===== src/rtl/sid_audio_pkg.sv =====
// Shared audio-path constants and types for the SID core and its I2S serializer.
package sid_audio_pkg;

  localparam int unsigned SID_SAMPLE_W    = 16;
  localparam int unsigned SLOTS_PER_FRAME = 32;
  localparam int unsigned SLOT_W          = $clog2(SLOTS_PER_FRAME);

  // Slot entered on the fall event that loads a new frame
  localparam logic [SLOT_W-1:0] SLOT_LOAD        = SLOT_W'(1);
  // First slot of the right channel (word select high)
  localparam logic [SLOT_W-1:0] SLOT_RIGHT_START = SLOT_W'(16);
  // Slot held in reset so the first fall event enters slot 0
  localparam logic [SLOT_W-1:0] SLOT_RESET       = SLOT_W'(SLOTS_PER_FRAME - 1);

  // Signed mixed/filtered SID output sample
  typedef logic signed [SID_SAMPLE_W-1:0] sid_sample_t;

endpackage


===== src/rtl/sid_i2s_clkgen.sv =====
// Bit-clock divider: toggles bclk every CLK_DIV clk cycles and flags the
// clk edge on which bclk falls so the serializer can update in lockstep.
module sid_i2s_clkgen #(
  parameter int unsigned CLK_DIV = 8
) (
  input  logic clk,
  input  logic rstN,
  output logic bclk,
  output logic fall_c
);

  localparam int unsigned        CNT_W    = 8;
  localparam logic [CNT_W-1:0]   CNT_LAST = CNT_W'(CLK_DIV - 1);

  logic [CNT_W-1:0] cnt;
  logic             terminal_c;

  assign terminal_c = (cnt == CNT_LAST);
  // High on the edge where bclk goes 1->0
  assign fall_c     = terminal_c & bclk;

  // Half-period counter; bclk toggles at terminal count
  always_ff @(posedge clk or negedge rstN) begin
    if (!rstN) begin
      cnt  <= '0;
      bclk <= 1'b0;
    end else if (terminal_c) begin
      cnt  <= '0;
      bclk <= ~bclk;
    end else begin
      cnt  <= cnt + CNT_W'(1);
    end
  end

endmodule


===== src/rtl/sid_i2s_tx.sv =====
// Philips I2S transmitter for the SID output: mono sample duplicated into
// left and right slots, 32 BCLK per frame, sample repeat on underrun.
module sid_i2s_tx
  import sid_audio_pkg::*;
#(
  parameter int unsigned CLK_DIV  = 8,
  parameter int unsigned SAMPLE_W = 16
) (
  input  logic                clk,
  input  logic                rstN,
  input  logic [SAMPLE_W-1:0] iSample,
  input  logic                iValid,
  input  logic                iMute,
  output logic                oBclk,
  output logic                oLrclk,
  output logic                oSdata,
  output logic                oFrameStart,
  output logic                oUnderrun
);

  localparam int unsigned BIT_W = $clog2(SAMPLE_W);

  logic                fall_c;
  logic [SLOT_W-1:0]   slot_q;
  logic [SLOT_W-1:0]   slot_d;
  logic [SLOT_W-1:0]   neg_slot;
  logic                load_c;
  logic                lrclk_d;
  logic                sdata_d;
  logic [SAMPLE_W-1:0] holding;
  logic [SAMPLE_W-1:0] frame;
  logic [SAMPLE_W-1:0] frame_d;
  logic                fresh;

  // Bit clock and fall-event strobe
  sid_i2s_clkgen #(
    .CLK_DIV (CLK_DIV)
  ) u_clkgen (
    .clk    (clk),
    .rstN   (rstN),
    .bclk   (oBclk),
    .fall_c (fall_c)
  );

  // Next slot, frame load and serial bit selection on each fall event
  always_comb begin
    slot_d   = slot_q;
    load_c   = 1'b0;
    frame_d  = frame;
    lrclk_d  = oLrclk;
    sdata_d  = oSdata;
    neg_slot = '0;
    if (fall_c) begin
      slot_d  = slot_q + SLOT_W'(1);
      load_c  = (slot_d == SLOT_LOAD);
      if (load_c) begin
        frame_d = iMute ? '0 : holding;
      end
      lrclk_d  = (slot_d >= SLOT_RIGHT_START);
      // (16 - slot) mod 16: slot 0 -> bit 0 (one-bit delay), slot 1 -> MSB,
      // slot 17 -> bit 15 of the right copy
      neg_slot = SLOT_W'(0) - slot_d;
      sdata_d  = frame_d[neg_slot[BIT_W-1:0]];
    end
  end

  // Slot counter, frame register and registered serial outputs
  always_ff @(posedge clk or negedge rstN) begin
    if (!rstN) begin
      slot_q      <= SLOT_RESET;
      frame       <= '0;
      oLrclk      <= 1'b1;
      oSdata      <= 1'b0;
      oFrameStart <= 1'b0;
      oUnderrun   <= 1'b0;
    end else begin
      slot_q      <= slot_d;
      frame       <= frame_d;
      oLrclk      <= lrclk_d;
      oSdata      <= sdata_d;
      oFrameStart <= load_c;
      oUnderrun   <= load_c & ~fresh;
    end
  end

  // Holding register: newest sample wins; fresh survives a coincident load
  always_ff @(posedge clk or negedge rstN) begin
    if (!rstN) begin
      holding <= '0;
      fresh   <= 1'b0;
    end else if (iValid) begin
      holding <= iSample;
      fresh   <= 1'b1;
    end else if (load_c) begin
      fresh   <= 1'b0;
    end
  end

endmodule


===== config.mk =====
export PLATFORM = sky130hd
export DESIGN_NAME = sid_i2s_tx
export DESIGN_NICKNAME = d
export VERILOG_FILES = /design/src/rtl/sid_audio_pkg.sv /design/src/rtl/sid_i2s_clkgen.sv /design/src/rtl/sid_i2s_tx.sv
export SDC_FILE = /design/constraint.sdc
export NUM_CORES = 1
export LEC_CHECK = 0
export CELL_PAD_IN_SITES_DETAIL_PLACEMENT = 0
export CELL_PAD_IN_SITES_GLOBAL_PLACEMENT = 1
export CORE_UTILIZATION = 35
export CTS_CLUSTER_DIAMETER = 80
export CTS_CLUSTER_SIZE = 30
export DETAILED_ROUTE_END_ITERATION = 12
export PLACE_DENSITY = 0.66
export SYNTH_ARGS = -nofsm -noshare
export SYNTH_HDL_FRONTEND = slang
export SYNTH_SLANG_ARGS = --single-unit

===== constraint.sdc =====
create_clock -name clk -period 3.6 [get_ports clk]
set_clock_uncertainty 0.15 [all_clocks]
set_input_delay 0.36 -clock clk [delete_from_list [all_inputs] [get_ports clk]]
set_output_delay 0.36 -clock clk [all_outputs]
set_load 0.1 [all_outputs]

==> results.txt, run 1 <==
----------------------------------------------------
[Clocking]
  CTS clock-pin slew for the worst setup and hold paths ... 0.09 ns
  Master cell of the clock root buffer ... clkbuf_8
  TritonCTS clock tree ... built
  Bufs on Longest Clock Path ... 2
  Clock Sinks ... 50
  Clock insertion delay at the later pin of the skew report ... 0.30 ns
  Post-cts sizing count ... 0
  Number of H-tree branching levels ... 2
  Number of buffers created by CTS ... 5

[Worst setup path]
  Crit-path slowest cell ... ha_1
  Critical Path Most Common Cell ... mux2i_1
  Family of cells with the greatest summed delay on the critical path ... compound AO/OA/AOI/OAI gates
  Required time of the critical path ... 3.70 ns
  Maximum fanout along the worst path ... 13
  Crit Path Class ... flop to flop
  Kind of start point of the critical path ... flop
  Critical Path, Cell by Cell ... inv_2 > ha_1 > mux2i_1 > o21ai_0 > mux2i_1 > or4_1 > o41ai_1 > a41o_1
  Largest stage delay on the critical path ... 0.67 ns
  Critical path endpoint category ... flop
  CP Data Arrival Time ... 3.15 ns
  WP buf/inv ... 1

[Timing]
  Setup violations, final ... 0
  Final slew viol count ... 0
  Count of final hold-check violations ... 0
  RSZ-0062 raised after global routing ... no
  Worst-margin pin slew ... 0.971 ns
  TNS Setup ... 0 ns
  FMAX ... 328 MHz
  Relative slew slack ... 0.350
  Clock period minus final worst setup slack ... 3.05 ns
  Part of the cycle the worst path needs ... 0.848

[Global route]
  Global-route wire length before repair ... 8230 um
  Global route total overflow ... 0
  Number of global-route vias before repair ... 1698
  Largest net degree at the start of global routing ... 29
  Initial antenna violation count ... 0
  Overall global routing resource usage ... 0.143

[Logic synthesis]
  Syn. warnings ... 0
  Seq cells post-synth ... 50
  Top flip-flop cell by instance count after synthesis ... dfrtp_1
  Post-synth cell types ... 42
  Summed instance area of the synthesized netlist ... 2450 um^2
  Mapped Cells ... 231
  Combinational family with the most area after synthesis ... simple AND/OR/NAND/NOR gates
  Simple-gate portion of the synthesized area ... 0.201
  Net count after synthesis ... 254
  Parity-gate share of the synthesized area counting xor and xnor cells ... 0.0429
  Proportion of synthesized area in mux cells ... 0.141
  Number of enable-type register cells in the synthesized netlist ... 0
  Mean instance size in the synthesized netlist ... 10.6 um^2
  Adder and majority gate portion of the synthesized area ... 0.0153
  Complex-gate fraction of the synthesized area ... 0.0552
  Ys async rst share ... 1.00
  Share of synthesized area occupied by flip-flops and latches ... 0.513

[Floorplan]
  I/O pins ... 25
  Starting density of the core ... 0.361
  Overall die width ... 85.7 um
  Die height ... 85.7 um
  Core Region ... 6790 um^2
  Total die area ... 7340 um^2
  Std-Cell Rows ... 30

[Layout]
  Cell Count, Final, Fillers Out ... 352
  Share of layout cells above drive strength 1 ... 0.191
  Number of fill cells ... 683
  Antenna diode instance count ... 0
  Nets ... 278
  Area growth syn-to-layout ... 18.5%

[Status]
  Status ... complete, but fails checks
  Violations in the final reports ... DRC

[Detailed routing]
  Via Count ... 1678
  Number of detailed-routing iterations run before antenna repair ... 8
  1st-iter DRT viols ... 69
  Vias per inst ... 4.77
  Detailed-route wire length per cell ... 12.9 um
  Post-route ant nets ... 0
  Total Wirelength ... 4560 um
  Remaining routing DRC violations ... 1

[Hold path]
  Worst min-delay path class ... flop to flop

[Placement]
  Dpl hpwl ... 3260 um
  Placed cell count ... 343
  Final weighted congestion of routability-driven global placement ... 0.738
  Number of I/O port buffers ... 24

[Pwr]
  Power per cell area ... 381 nW/um^2
  Leakage ... 1.26 nW
  Maximum resistive drop on vdd ... 0.000208 V

[Flow run]
  Maximum Capacitance Violations ... 0

----------------------------------------------------
-- Yosys cell counts, types with 5 or more instances --
library cell | instances | area, um^2
mux2i_1 | 12 | 120
dfrtp_1 | 45 | 1130
clkbuf_1 | 5 | 18.8
nand2_1 | 41 | 154
nand3_1 | 8 | 40.0
dfstp_2 | 5 | 131
xnor2_1 | 10 | 87.6
nand3b_1 | 16 | 120
mux2_2 | 20 | 225
buf_2 | 7 | 35.0
o21ai_0 | 5 | 25.0
nor2_1 | 11 | 41.3
a21oi_1 | 5 | 25.0
-- cell usage in the layout, fill, tap and decap left out, drive strengths merged, types with 2 or more instances in the layout --
cell type and count:
a2111oi 2, a21oi 5, a31oi 3, and2 2, and3 2, buf 6
clkbuf 5, clkdlybuf4s50 23, clkinv 2, dfrtp 45, dfstp 5, ha 3
inv 5, mux2 20, mux2i 12, nand2 42, nand3 8, nand3b 16
nand4 2, nor2 11, nor3 4, o21ai 6, or4 2, xnor2 10
xor2 2
-- worst register-to-register path: stages, from the launching register on --
cell and delay (ns):
dfstp_2 0.65, inv_2 0.12, ha_1 0.67, mux2i_1 0.16, o21ai_0 0.19, mux2i_1 0.08, or4_1 0.48, o41ai_1 0.37
a41o_1 0.13
-- registers in the layout, summed over array words and instances, names as in the netlist --
| name | count |
|---|---|
| oLrclk | 1 |
| holding | 16 |
| oSdata | 1 |
| u_clkgen.cnt | 8 |
| frame | 16 |
| fresh | 1 |
| slot_q | 4 |
| oFrameStart | 1 |
| oUnderrun | 1 |
| u_clkgen.bclk | 1 |
-- per-stage QoR --
step | power, mW | cell area, um^2 | util | setup WS [ns] | hold slack [ns]
5_1_grt | 1.16 | 2900 | 0.427 | 0.231 | 0.321
6_report | 1.11 | 2900 | 0.427 | 0.549 | 0.289
3_3_place_gp | 0.729 | 2790 | 0.410 | 0.587 | 0.206
3_5_place_dp | 0.730 | 2790 | 0.410 | 0.543 | 0.212
2_1_floorplan | 0.678 | 2450 | - | 0.773 | -0.0856
4_1_cts | 1.13 | 2900 | 0.427 | 0.519 | 0.289
-- routing by layer --
metal  track usage  routed length, um  part of all wire
met5             0                  0                 0
met4        0.0455                 64             0.014
met3        0.0375                166             0.036
met2         0.217               2030              0.44
met1         0.200               2300              0.50
-- cell families after synthesis --
kind of cell / count (synthesis)
flip-flops: 50
XOR/XNOR: 12
adder cells (fa/ha/maj): 3
AND/OR/NAND/NOR: 95
buffers and inverters: 18
multiplexers: 32
AO/OA/AOI/OAI: 21
-- power breakdown --
part / switching, mW / internal (mW)
Sequential: 0.0229 / 0.594
Clock: 0.185 / 0.205
Combinational: 0.0447 / 0.0548
Total: 0.252 / 0.853
-- cell type report --
type	count	area, um^2	area share
tap	96	120	0.0414
timing repair buffer	30	283	0.0974
multi-input combinational	163	1120	0.384
clock buffer	5	68.8	0.0237
clock inverter	3	40.0	0.0138
sequential	50	1260	0.433
inverter	5	18.8	0.00646
-- repair_timing --
action,4_1_cts,5_1_grt
buffers inserted,0,0
hold endpoints to repair,18,0
hold buffers,1,0
-- worst paths after layout --
kind,startpoint,endpoint,slack (ns),depth (start not counted)
setup / recovery,slot_q[0]$_DFFE_PN1P_,oSdata$_DFFE_PN0P_,0.55,8
hold / removal,fresh$_DFFE_PN0P_,oUnderrun$_DFF_PN0_,0.29,1
setup reg to reg,slot_q[0]$_DFFE_PN1P_,oSdata$_DFFE_PN0P_,0.55,8
hold reg to reg,fresh$_DFFE_PN0P_,oUnderrun$_DFF_PN0_,0.29,1
max in group asynchronous,rstN,slot_q[0]$_DFFE_PN1P_,2.12,3
min in group asynchronous,rstN,oFrameStart$_DFF_PN0_,0.40,2
Power figures use the tool's default switching activity.
==> run 2, diff against run 1 <==
==> constraint.sdc (replaced) <==
create_clock -name clk -period 3.16 [get_ports clk]
set_clock_uncertainty 0.15 [all_clocks]
set_input_delay 0.316 -clock clk [delete_from_list [all_inputs] [get_ports clk]]
set_output_delay 0.316 -clock clk [all_outputs]
set_load 0.1 [all_outputs]
==> run 2 against run 1 <==
Net effect:
- the run still ends with DRC left
- flip-flop and latch count unchanged
- sequential power up 14%
- wire length up 0.64%
- critical endpoint unchanged
- largest cell class unchanged
==> results.txt, run 2 (synthesis results as in run 1) <==
----------------------------------------------------
[Floorplan]
  Core Region ... 6790 um^2
  Die height ... 85.7 um
  I/O pins ... 25
  Overall die width ... 85.7 um
  Starting density of the core ... 0.361
  Total die area ... 7340 um^2
  Std-Cell Rows ... 30

[Worst setup path]
  Required time of the critical path ... 3.25 ns
  Critical path endpoint category ... flop
  Crit Path Class ... flop to flop
  CP Data Arrival Time ... 3.00 ns
  Kind of start point of the critical path ... flop
  Maximum fanout along the worst path ... 14

[Layout]
  Top Registers ... frame (16), holding (16), u_clkgen.cnt (8)
  Nets ... 277
  Antenna diode instance count ... 0
  Cell Count, Final, Fillers Out ... 351
  Commonest non-fill, non-tap cell in the layout ... dfrtp_1
  Commonest non-fill, non-tap cells in the layout ... dfrtp_1, nand2_1, mux2_2
  Number of fill cells ... 674
  Share of layout cells above drive strength 1 ... 0.212
  Area growth syn-to-layout ... 17.9%

[Flow run]
  Maximum Capacitance Violations ... 0

[Clocking]
  Master cell of the clock root buffer ... clkbuf_8
  CTS clock-pin slew for the worst setup and hold paths ... 0.09 ns
  Number of buffers created by CTS ... 5
  Clock insertion delay at the later pin of the skew report ... 0.30 ns
  Number of H-tree branching levels ... 2
  Bufs on Longest Clock Path ... 2
  Clock Sinks ... 50
  TritonCTS clock tree ... built

[Global route]
  Largest net degree at the start of global routing ... 48
  Overall global routing resource usage ... 0.144
  Global-route wire length before repair ... 8290 um
  Number of global-route vias before repair ... 1742
  Global route total overflow ... 0
  Initial antenna violation count ... 0

[Placement]
  Dpl hpwl ... 3270 um
  Final weighted congestion of routability-driven global placement ... 0.802
  Placed cell count ... 343
  Number of I/O port buffers ... 24

[Timing]
  Final slew viol count ... 0
  Part of the cycle the worst path needs ... 0.919
  RSZ-0062 raised after global routing ... no
  Setup violations, final ... 0
  FMAX ... 344 MHz
  Relative slew slack ... 0.307
  TNS Setup ... 0 ns
  Count of final hold-check violations ... 0
  Worst-margin pin slew ... 1.04 ns
  Clock period minus final worst setup slack ... 2.90 ns

[Pwr]
  Power per cell area ... 431 nW/um^2
  Comb pwr share ... 0.090
  Leakage ... 1.26 nW
  Switch Pwr ... 285 uW
  Share of total power in sequential cells ... 0.565
  Switching Fraction ... 0.229
  Maximum resistive drop on vdd ... 0.000247 V
  Share of power burned in the clock network ... 0.345
  Cell-internal power ... 959 uW

[Detailed routing]
  1st-iter DRT viols ... 67
  Via Count ... 1678
  Remaining routing DRC violations ... 1
  Detailed-route wire length per cell ... 13.1 um
  Post-route ant nets ... 0
  Vias per inst ... 4.78
  Total Wirelength ... 4590 um
  Number of detailed-routing iterations run before antenna repair ... 8

[Status]
  Violations in the final reports ... DRC
  Status ... complete, but fails checks

[Hold path]
  Worst min-delay path class ... input pin to asynchronous set/reset pin

----------------------------------------------------
-- run 2: cell type report --
class                   count  area [um^2]  area share
multi-input cells         163         1120       0.387
flip-flops and latches     50         1260       0.435
well taps                  96          120      0.0416
clock buffers               8          110      0.0381
repair buffers             29          263      0.0910
inverters                   5         18.8     0.00650
-- run 2: worst max-delay path, cell delays in order (launching register included) --
cell and delay [ns]:
dfstp_2 0.66, ha_1 0.30, nand4_1 0.12, nor4_1 0.23
a31oi_1 0.07, buf_4 0.19, mux2i_1 0.12, or4_1 0.47
o41ai_1 0.38, a41o_1 0.13
-- run 2: path summary, 6_finish.rpt --
check,startpoint,endpoint,slack (ns),cells after the start
setup / recovery,slot_q[0]$_DFFE_PN1P_,oSdata$_DFFE_PN0P_,0.26,9
hold / removal,rstN,holding[8]$_DFFE_PN0P_,0.05,1
setup reg to reg,slot_q[0]$_DFFE_PN1P_,oSdata$_DFFE_PN0P_,0.26,9
hold reg to reg,fresh$_DFFE_PN0P_,oUnderrun$_DFF_PN0_,0.28,1
max in group asynchronous,rstN,slot_q[3]$_DFFE_PN1P_,2.06,2
min in group clk,fresh$_DFFE_PN0P_,oUnderrun$_DFF_PN0_,0.28,1
-- run 2: power by group through the flow --
stage,clock network (mW),logic [mW],registers [mW]
detailed placement,0,0.115,0.717
global placement,0,0.112,0.718
global route,0.469,0.127,0.709
floorplan,0,0.0597,0.713
CTS,0.443,0.115,0.704
finish,0.429,0.112,0.703
-- run 2: metrics by stage --
step	hold WS [ns]	util	instance area, um^2	power (mW)	setup slack, ns
after floorplan	-0.130	-	2450	0.773	0.333
after global placement	0.263	0.408	2780	0.830	0.187
after detailed placement	0.265	0.408	2780	0.832	0.0939
after CTS	0.0944	0.425	2890	1.26	0.0860
after global routing	0.136	0.425	2890	1.30	0.0569
final	0.0480	0.425	2890	1.24	0.256
-- run 2: routing by layer --
| metal | vias to the layer above | global-route usage | wire length [um] |
|---|---|---|---|
| li1 | 841 | - | - |
| met5 | - | 0 | 0 |
| met1 | 810 | 0.195 | 2240 |
| met2 | 23 | 0.233 | 2160 |
| met4 | 0 | 0.0455 | 40 |
| met3 | 4 | 0.0318 | 148 |
-- run 2: what timing repair did --
item / in CTS / in global routing
hold endpoints to repair: 0 / 0
gates resized for setup: 0 / 1
hold buffers: 0 / 0
setup buffers: 0 / 0
setup endpoints to repair: 0 / 1
